File: config.mk
export PLATFORM = sky130hd
export DESIGN_NAME = regfile_writeback_queue_flat
export DESIGN_NICKNAME = d
export VERILOG_FILES = /design/src/rtl/regfile_writeback_queue_pkg.sv /design/src/rtl/regfile_writeback_queue_if.sv /design/src/rtl/wbq_fwd_match.sv /design/src/rtl/regfile_writeback_queue.sv /design/src/flat_wrapper.sv
export SDC_FILE = /design/constraint.sdc
export NUM_CORES = 1
export LEC_CHECK = 0
export ABC_AREA = 0
export BUFFER_PORTS_ARGS = -buffer_cell sky130_fd_sc_hd__buf_2
export CAP_MARGIN = 20
export CELL_PAD_IN_SITES_DETAIL_PLACEMENT = 0
export CELL_PAD_IN_SITES_GLOBAL_PLACEMENT = 1
export CORE_UTILIZATION = 46
export DETAILED_ROUTE_END_ITERATION = 16
export PLACE_DENSITY = 0.92
export SLEW_MARGIN = 5
export SYNTH_ARGS = -nofsm -noshare
export SYNTH_HDL_FRONTEND = slang
export SYNTH_SLANG_ARGS = --single-unit
File: constraint.sdc
create_clock -name clock -period 5.8 [get_ports clock]
set_input_delay 1.16 -clock clock [delete_from_list [all_inputs] [get_ports clock]]
set_output_delay 1.16 -clock clock [all_outputs]
set_load 0.02 [all_outputs]
File: src/rtl/regfile_writeback_queue_pkg.sv
// Shared definitions for the register-file writeback queue and its users.
//   AW_DEF / DW_DEF : default register address / data widths of the 32x32 file
//   ZERO_REG        : register that is hardwired to zero (writes are discarded)
//   is_zero_reg()   : helper that compares an address against ZERO_REG
package regfile_writeback_queue_pkg;

    localparam int AW_DEF = 5;
    localparam int DW_DEF = 32;

    localparam logic [4:0] ZERO_REG = 5'd31;

    function automatic logic is_zero_reg(input logic [4:0] addr);
        return addr == ZERO_REG;
    endfunction

endpackage

File: src/rtl/regfile_writeback_queue_if.sv
// Writeback request channel plus register-file write port.
//   wb_valid/wb_ready/wb_addr/wb_data : request channel (producer -> queue)
//   rf_hold                           : register file busy (file -> queue)
//   rf_D/rf_DA/rf_W                   : write port (queue -> file)
//
// Handshake: a request transfers on a rising edge where wb_valid && wb_ready.
// The producer holds wb_addr/wb_data stable while wb_valid is high and the
// transfer has not happened; wb_ready depends only on registered state and
// never on wb_valid in the same cycle.
interface regfile_writeback_queue_if #(
    parameter int AW = 5,
    parameter int DW = 32
);
    logic          wb_valid;
    logic          wb_ready;
    logic [AW-1:0] wb_addr;
    logic [DW-1:0] wb_data;
    logic          rf_hold;
    logic [DW-1:0] rf_D;
    logic [AW-1:0] rf_DA;
    logic          rf_W;

    // Environment side: issues requests, models the register file.
    modport master (
        output wb_valid, wb_addr, wb_data, rf_hold,
        input  wb_ready, rf_D, rf_DA, rf_W
    );

    // Queue side.
    modport slave (
        input  wb_valid, wb_addr, wb_data, rf_hold,
        output wb_ready, rf_D, rf_DA, rf_W
    );
endinterface

File: src/rtl/wbq_fwd_match.sv
// Youngest-match search over the queue entries for one read select.
//   ent_valid/ent_addr/ent_data : queue storage (indexed by slot)
//   head                        : slot of the oldest entry
//   sel                         : read select to match
//   hit/data                    : youngest matching entry, or 0/0
module wbq_fwd_match
    import regfile_writeback_queue_pkg::*;
#(
    parameter int DEPTH = 4,
    parameter int AW    = AW_DEF,
    parameter int DW    = DW_DEF
) (
    input  logic [DEPTH-1:0]         ent_valid,
    input  logic [DEPTH-1:0][AW-1:0] ent_addr,
    input  logic [DEPTH-1:0][DW-1:0] ent_data,
    input  logic [$clog2(DEPTH)-1:0] head,
    input  logic [AW-1:0]            sel,
    output logic                     hit,
    output logic [DW-1:0]            data
);
    localparam int PW = $clog2(DEPTH);

    logic [PW-1:0] idx;

    // Walk from oldest (head) to youngest; a later match overrides an
    // earlier one, so the last one standing is the youngest.
    always_comb begin
        hit  = 1'b0;
        data = '0;
        idx  = '0;
        for (int i = 0; i < DEPTH; i++) begin
            idx = head + PW'(i);
            if (ent_valid[idx] && (ent_addr[idx] == sel) && (sel != AW'(ZERO_REG))) begin
                hit  = 1'b1;
                data = ent_data[idx];
            end
        end
    end
endmodule

File: src/rtl/regfile_writeback_queue.sv
// In-order writeback queue in front of the 32x32 register-file write port.
//   clock, reset       : clock and synchronous active-high reset
//   bus (slave)        : writeback request channel and rf_D/rf_DA/rf_W port
//   SA, SB             : register-file read selects
//   fwd_A_*, fwd_B_*   : youngest queued write to SA / SB
//   count              : occupied entries (0..DEPTH)
// Writes to ZERO_REG complete the handshake but are never stored.
module regfile_writeback_queue
    import regfile_writeback_queue_pkg::*;
#(
    parameter int DEPTH = 4,
    parameter int AW    = AW_DEF,
    parameter int DW    = DW_DEF
) (
    input  logic                   clock,
    input  logic                   reset,
    regfile_writeback_queue_if.slave bus,
    input  logic [AW-1:0]          SA,
    input  logic [AW-1:0]          SB,
    output logic                   fwd_A_hit,
    output logic [DW-1:0]          fwd_A_data,
    output logic                   fwd_B_hit,
    output logic [DW-1:0]          fwd_B_data,
    output logic [$clog2(DEPTH):0] count
);
    localparam int PW = $clog2(DEPTH);
    localparam int CW = PW + 1;

    logic [PW-1:0]            head;
    logic [PW-1:0]            tail;
    logic [CW-1:0]            count_q;
    logic [DEPTH-1:0]         ent_valid;
    logic [DEPTH-1:0][AW-1:0] ent_addr;
    logic [DEPTH-1:0][DW-1:0] ent_data;

    logic empty;
    logic full;
    logic accept;
    logic enq;
    logic pop;

    assign empty  = (count_q == '0);
    assign full   = (count_q == CW'(DEPTH));
    assign accept = bus.wb_valid && bus.wb_ready;
    assign enq    = accept && (bus.wb_addr != AW'(ZERO_REG));
    assign pop    = bus.rf_W;

    assign bus.wb_ready = !full;
    // Reset gates the write enable so a reset cycle never commits a write.
    assign bus.rf_W     = !reset && !empty && !bus.rf_hold;
    assign bus.rf_D     = empty ? '0 : ent_data[head];
    assign bus.rf_DA    = empty ? '0 : ent_addr[head];
    assign count        = count_q;

    // Pointers, occupancy and valid bits. Enqueue and pop never touch the
    // same slot: tail == head only when empty (no pop) or full (no enqueue).
    always_ff @(posedge clock) begin
        if (reset) begin
            head      <= '0;
            tail      <= '0;
            count_q   <= '0;
            ent_valid <= '0;
        end else begin
            if (enq) begin
                ent_valid[tail] <= 1'b1;
                tail            <= tail + 1'b1;
            end
            if (pop) begin
                ent_valid[head] <= 1'b0;
                head            <= head + 1'b1;
            end
            count_q <= count_q + CW'(enq) - CW'(pop);
        end
    end

    // Payload storage needs no reset; it is qualified by ent_valid/count.
    always_ff @(posedge clock) begin
        if (!reset && enq) begin
            ent_addr[tail] <= bus.wb_addr;
            ent_data[tail] <= bus.wb_data;
        end
    end

    wbq_fwd_match #(.DEPTH(DEPTH), .AW(AW), .DW(DW)) u_fwd_a (
        .ent_valid (ent_valid),
        .ent_addr  (ent_addr),
        .ent_data  (ent_data),
        .head      (head),
        .sel       (SA),
        .hit       (fwd_A_hit),
        .data      (fwd_A_data)
    );

    wbq_fwd_match #(.DEPTH(DEPTH), .AW(AW), .DW(DW)) u_fwd_b (
        .ent_valid (ent_valid),
        .ent_addr  (ent_addr),
        .ent_data  (ent_data),
        .head      (head),
        .sel       (SB),
        .hit       (fwd_B_hit),
        .data      (fwd_B_data)
    );
endmodule
File: src/flat_wrapper.sv
// flat-port wrapper written by rule: the top's interface ports become plain ports
module regfile_writeback_queue_flat import regfile_writeback_queue_pkg::*;
#(
    parameter int DEPTH = 4,
    parameter int AW    = AW_DEF,
    parameter int DW    = DW_DEF
)
  (clock, reset, SA, SB, fwd_A_hit, fwd_A_data, fwd_B_hit, fwd_B_data, count, bus_wb_valid, bus_wb_addr, bus_wb_data, bus_rf_hold, bus_wb_ready, bus_rf_D, bus_rf_DA, bus_rf_W);
  regfile_writeback_queue_if #(.AW(AW), .DW(DW)) bus_i ();
  input  logic clock;
  input  logic reset;
  input  logic [AW-1:0] SA;
  input  logic [AW-1:0] SB;
  output logic fwd_A_hit;
  output logic [DW-1:0] fwd_A_data;
  output logic fwd_B_hit;
  output logic [DW-1:0] fwd_B_data;
  output logic [$clog2(DEPTH):0] count;
  input wire logic [$bits(bus_i.wb_valid)-1:0] bus_wb_valid;
  input wire logic [$bits(bus_i.wb_addr)-1:0] bus_wb_addr;
  input wire logic [$bits(bus_i.wb_data)-1:0] bus_wb_data;
  input wire logic [$bits(bus_i.rf_hold)-1:0] bus_rf_hold;
  output wire logic [$bits(bus_i.wb_ready)-1:0] bus_wb_ready;
  output wire logic [$bits(bus_i.rf_D)-1:0] bus_rf_D;
  output wire logic [$bits(bus_i.rf_DA)-1:0] bus_rf_DA;
  output wire logic [$bits(bus_i.rf_W)-1:0] bus_rf_W;
  assign bus_i.wb_valid = bus_wb_valid;
  assign bus_i.wb_addr = bus_wb_addr;
  assign bus_i.wb_data = bus_wb_data;
  assign bus_i.rf_hold = bus_rf_hold;
  assign bus_wb_ready = bus_i.wb_ready;
  assign bus_rf_D = bus_i.rf_D;
  assign bus_rf_DA = bus_i.rf_DA;
  assign bus_rf_W = bus_i.rf_W;
  regfile_writeback_queue #(.DEPTH(DEPTH), .AW(AW), .DW(DW)) u_core (.clock(clock), .reset(reset), .bus(bus_i), .SA(SA), .SB(SB), .fwd_A_hit(fwd_A_hit), .fwd_A_data(fwd_A_data), .fwd_B_hit(fwd_B_hit), .fwd_B_data(fwd_B_data), .count(count));
endmodule
# [After elaboration in Yosys (flattened, before gate mapping)]
# Index checks and enable logic that the tools add are counted.
[op_classes] add_sub_neg=6 order_cmp=7 eq_ne=12 n_mux=55 bitwise_logic=3 n_reduce_logical=28
[op_table] op="$mux 32" n=14
[op_table] op="$bmux 32 s2" n=4
[op_table] op="$bwmux 128" n=1
[op_table] op="$demux 32 s2" n=1
[op_table] op="$bmux 5 s2" n=4
[op_table] op="$eq 5x5->1" n=8
[op_table] op="$mux 5" n=6
[op_table] op="$logic_and 1x1->1" n=23
[op_table] op="$bwmux 20" n=1
[op_table] op="$lt 2x3->1 const B" n=5
[op_table] op="$ne 5x5->1 const B" n=3
[op_table] op="$mux 1" n=14
[op_table] op="$mux 4" n=3
[op_table] op="$demux 5 s2" n=1
[op_table] op="$bmux 1 s2" n=4
[op_table] op="$add 2x1->2 const B" n=2
[op_table] op="$add 2x2->2 const B" n=2
[op_table] op="$and 4x4->4" n=1
[op_table] op="$demux 1 s2" n=2
[op_table] op="$ge 2x1->1 const B" n=2
[op_table] op="$logic_not 1->1" n=4
[op_table] op="$not 4->4" n=1
[op_table] op="$or 4x4->4" n=1
[op_table] op="$add 3x1->3" n=1
[op_table] op="3 further kinds" n=3
[totals] ff_bits=159 input_bits=51 output_inout_bits=108 word_cells=123

# [Depth between registers and ports, before layout]
[logic_depth] word_depth=9 depth_mapped=18 ltp_nobuf=9

# [Modules after synthesis]
# Synthesis repeated with hierarchy kept, for this count alone.
[unflattened] cells_unflattened=1618 hier_area_um2=16758.6
[by_module_without_submodules] module="wbq_fwd_match" n_inst=2 cells_per_inst=655 area_per_inst_um2=5243.8 seq_area_each_um2=0.0
[by_module_without_submodules] module="regfile_writeback_queue" n_inst=1 cells_per_inst=308 area_per_inst_um2=6271.0 seq_area_each_um2=4664.5

# [Worst setup path after synthesis]
# Ideal clock, no wire load.
[synth_path] path_type="register -> output" startpoint="reg u_core.head[0]" endpoint="out fwd_A_data[21]" arrival_ns=4.165 required_ns=4.640 path_slack_ns=0.475 stages_incl_launch_ff=17 n_path_buf=9 cell_sequence="dfxtp_1 > buf_6 > buf_12 > buf_6 > buf_2 > buf_4 > buf_2 > inv_1 > ha_1 > buf_6 > mux4_2 > o2111ai_1 > or3_1 > clkbuf_1 > buf_2 > a31oi_1 > a221oi_1"
[synth_via] word_cells_on_any_way=43 cone_classes="add/sub: 3; eq/ne: 4; mux: 28; reduce/logical: 8"
[synth_rtl] item="from (decl)" line="regfile_writeback_queue.sv:29" rtl="logic [PW-1:0] head;"
[synth_rtl] item="from (signal assigned)" line="regfile_writeback_queue.sv:70" rtl="head <= head + 1'b1;"
[synth_rtl] item="$add 2x2->2 (*)" line="wbq_fwd_match.sv:32" rtl="idx = head + PW'(i);"
[synth_rtl] item="named net u_core.u_fwd_a.idx[0]" line="wbq_fwd_match.sv:23" rtl="logic [PW-1:0] idx;"
[synth_rtl] item="$bmux 5 s2" line="wbq_fwd_match.sv:33" rtl="if (ent_valid[idx] && (ent_addr[idx] == sel) && (sel != AW'(ZERO_REG))) begin"
[synth_rtl] item="$mux 5 (implied by the code)" line="wbq_fwd_match.sv:33"
[synth_rtl] item="$eq 5x5->1" line="wbq_fwd_match.sv:33"
[synth_rtl] item="$logic_and 1x1->1 (2 in a row)" line="wbq_fwd_match.sv:33"
[synth_rtl] item="$mux 32 (*)" line="wbq_fwd_match.sv:33"
[synth_rtl] item="to (decl)" line="flat_wrapper.sv:15" rtl="output logic [DW-1:0] fwd_A_data;"
# Mark *: on every way through the listed nets, which the timed path passes. The rest lies on a longest branch. The select of a mux whose other input is x is not followed.

# [Worst setup path after layout]
[layout_path] startpoint="reg u_core.head[0]" endpoint="out fwd_A_data[2]"
[layout_via] elab_chain_len=9 word_cells_on_any_way=43 cone_classes="add/sub: 3; eq/ne: 4; mux: 28; reduce/logical: 8"
[layout_lines] item="$add 2x1->2 / $bmux 5 s2 (equally long branches)" line="wbq_fwd_match.sv:32, wbq_fwd_match.sv:33"
[layout_lines] item="$bmux 5 s2 / $mux 5 (equally long branches)" line="wbq_fwd_match.sv:33"
[layout_lines] item="$mux 5 (implied by the code) / $eq 5x5->1 (equally long branches)" line="wbq_fwd_match.sv:33"
[layout_lines] item="$eq 5x5->1 / $logic_and 1x1->1 (equally long branches)" line="wbq_fwd_match.sv:33"
[layout_lines] item="$logic_and 1x1->1" line="wbq_fwd_match.sv:33"
[layout_lines] item="$logic_and 1x1->1 / $mux 32 (equally long branches)" line="wbq_fwd_match.sv:33"
[layout_lines] item="$mux 32 (2 in a row)" line="wbq_fwd_match.sv:33"
[layout_lines] item="$mux 32 (*)" line="wbq_fwd_match.sv:33"
# Mark *: on every way between the ends. The rest lies on a longest branch, timed or not. The select of a mux whose other input is x is not followed.

==> results.py <==
metrics = {
    "clock_tree": {
        "path_clk_slew_ns": 0.07,
        "cts_max_level": 4,
        "numCtsBuffers": 17,
        "clock_path_buffers": 2,
        "clock_latency_ns": 0.42,
        "ctsRootBufferMaster": "clkbuf_16",
        "cts_tree": "built",
        "cts_hold_buf": 0,
        "post_cts_buffers": 0,
        "cts_resized": 0,
        "cts_sinks": 159,
    },
    "layout": {
        "final_area_sq_um": 13200,
        "drive_gt1_frac": 0.280,
        "layout_common_cells": "buf_2 (158), edfxtp_1 (148), nor2_1 (134)",
        "layout_commonest_cell": "buf_2",
        "final_nets": 1296,
        "area_delta_synth_final_pct": 13.4,
    },
    "sta": {
        "relSlewSlack": 0.234,
        "fin_tns_setup_ns": 0,
        "finalSetupViolations": 0,
        "worstMarginPinSlew_ns": 1.15,
        "period_needed_ns": 5.47,
        "finalCritPeriodShare": 0.944,
        "finClkSkew_ns": 0.00879,
        "max_freq_mhz": 183,
        "maxSlewViolCount": 0,
        "hold_viol": 0,
        "rsz0062_at_grt": "false",
    },
    "global_routing": {
        "grt_usage": 0.255,
        "antenna_found_initial": 2,
        "grt_max_degree": 167,
        "grt_pass1_vias": 9402,
        "gr-total-overflow": 0,
        "grt_pass1_wl_um": 52000,
    },
    "worst_setup_path": {
        "arrival_ns": 4.31,
        "rr_endpoint": "u_core.ent_data[34]",
        "worstPathMaxFanout": 166,
        "worstSetupPathType": "flip-flop to primary output",
        "cp-endpoint": "fwd_A_data[2]",
        "crit_start": "u_core.head[0]",
        "regToRegSetupSlack_ns": 2.78,
        "end_kind": "primary output",
        "cp-start-kind": "flip-flop",
        "r2r-start": "u_core.count[1]",
        "r2r_cells": 7,
        "cp.required_ns": 4.64,
    },
    "place": {
        "post-dp-hpwl_um": 21500,
        "gp_congestion": 0.947,
        "place_area_sq_um": 12500,
        "portBuffers": 158,
    },
    "floorplanning": {
        "num_rows": 57,
        "ios": 159,
        "core_area_sq_um": 24500,
        "die_y_um": 161,
        "dieArea_sq_um": 25900,
        "die_x_um": 161,
        "initial_core_util": 0.474,
    },
    "drt": {
        "dr.pass1.iters": 6,
        "wirelength_um": 33400,
        "via_count": 9939,
        "antenna_left": 0,
        "via_per_inst": 6.33,
        "drc_errors": 0,
        "drt_iter0_markers": 842,
        "wl_per_cell_um": 21.3,
    },
    "run": {
        "maxCapViolCount": 0,
    },
    "synthesis": {
        "synth_seq_cells": 159,
        "ys.flop_type": "edfxtp_1",
        "netlist_area_sq_um": 11600,
        "ys_warn_count": 0,
        "yosysUniqueCellTypes": 53,
        "synth_area_per_cell_sq_um": 10.2,
        "ys_seq_area_frac": 0.401,
        "synth-edff-count": 148,
        "synth_nets": 1207,
        "syn_inst": 1145,
        "ys_async_sr_fraction": 0,
    },
    "power": {
        "powerDensity_nw_per_um2": 394,
        "vdd_drop_max_mv": 0.337,
        "power.leakage_uw": 0.00467,
    },
    "hold_path": {
        "holdCritPathClass": "flip-flop to flip-flop",
    },
    "status": {
        "outcome": "completed",
    },
}
## where the power goes
group          internal, uW  total (uW)  switching [uW]
Combinational           919        2600            1680
Clock                   728        1200             471
Sequential             1350        1390            47.9
Total                  2990        5190            2200
## synth_stat cells, types with 34 or more instances
cell	n	share of area
xnor2_1	37	0.028
nand2_1	71	0.023
nor2b_1	41	0.022
nor2_1	134	0.043
nand3_1	37	0.016
mux2_2	64	0.062
o21ai_0	65	0.028
mux2i_1	90	0.077
a221oi_2	34	0.044
edfxtp_1	148	0.38
clkbuf_1	61	0.020
a21oi_1	68	0.029
## state kept, by name, indices dropped and copies added (netlist names)
name / flops
u_core.ent_data: 128
u_core.ent_valid: 4
u_core.count: 3
u_core.ent_addr: 20
u_core.tail: 2
u_core.head: 2
## through the flow
step | hold WS (ns) | utilization | instances | setup WS, ns | total power [uW]
floorplan | 0.514 | - | 1145 | 0.475 | 3350
global placement | 0.542 | 0.512 | 1539 | 0.893 | 3930
detailed placement | 0.546 | 0.512 | 1539 | 0.844 | 3980
CTS | 0.558 | 0.537 | 1570 | 0.385 | 5180
global route | 0.594 | 0.537 | 1571 | 0.209 | 5460
finish | 0.558 | 0.537 | 1571 | 0.325 | 5190
## cell families after synthesis
family	synth area share
simple gates	0.142
compound gates	0.181
mux	0.179
flops	0.401
buf+inv	0.0512
xor+xnor	0.0331
fa+ha+maj	0.0125
## layer usage
metal,up-vias,share of wire,track usage
li1,4525,-,-
met1,4794,0.41,0.334
met3,82,0.079,0.0378
met5,-,0.00024,0
met2,536,0.48,0.422
met4,2,0.032,0.108
## worst max-delay path, cell delays in order, from the launching register on
cell and delay (ns):
dfxtp_4 0.36, buf_12 0.67, mux4_1 0.72, xnor2_1 0.16
nor2_1 0.09, o211ai_1 0.19, buf_4 0.27, and2_2 0.33
buf_4 0.28, a221oi_1 0.47, buf_2 0.25
## final cells by class
| type | instances | area (sq um) |
|---|---|---|
| clock inverter | 14 | 204 |
| timing repair buffer | 183 | 991 |
| multi-input combinational | 861 | 6440 |
| inverter | 12 | 45.0 |
| clock buffer | 17 | 425 |
| fill | 2204 | 11400 |
| tap | 324 | 405 |
| sequential | 159 | 4670 |
| antenna | 1 | 2.50 |
## worst min path at each step
stage,start,cells past startpoint,to,slack (ns)
3_5_place_dp,u_core.tail[1],2,u_core.tail[1],0.55
5_1_grt,u_core.ent_valid[1],2,u_core.ent_valid[1],0.59
3_3_place_gp,u_core.tail[1],2,u_core.tail[1],0.54
2_1_floorplan,u_core.tail[1],2,u_core.tail[1],0.51
4_1_cts,u_core.tail[1],2,u_core.tail[1],0.56
6_report,u_core.tail[1],2,u_core.tail[1],0.56
Note: power is estimated with default switching activity, not from simulation.
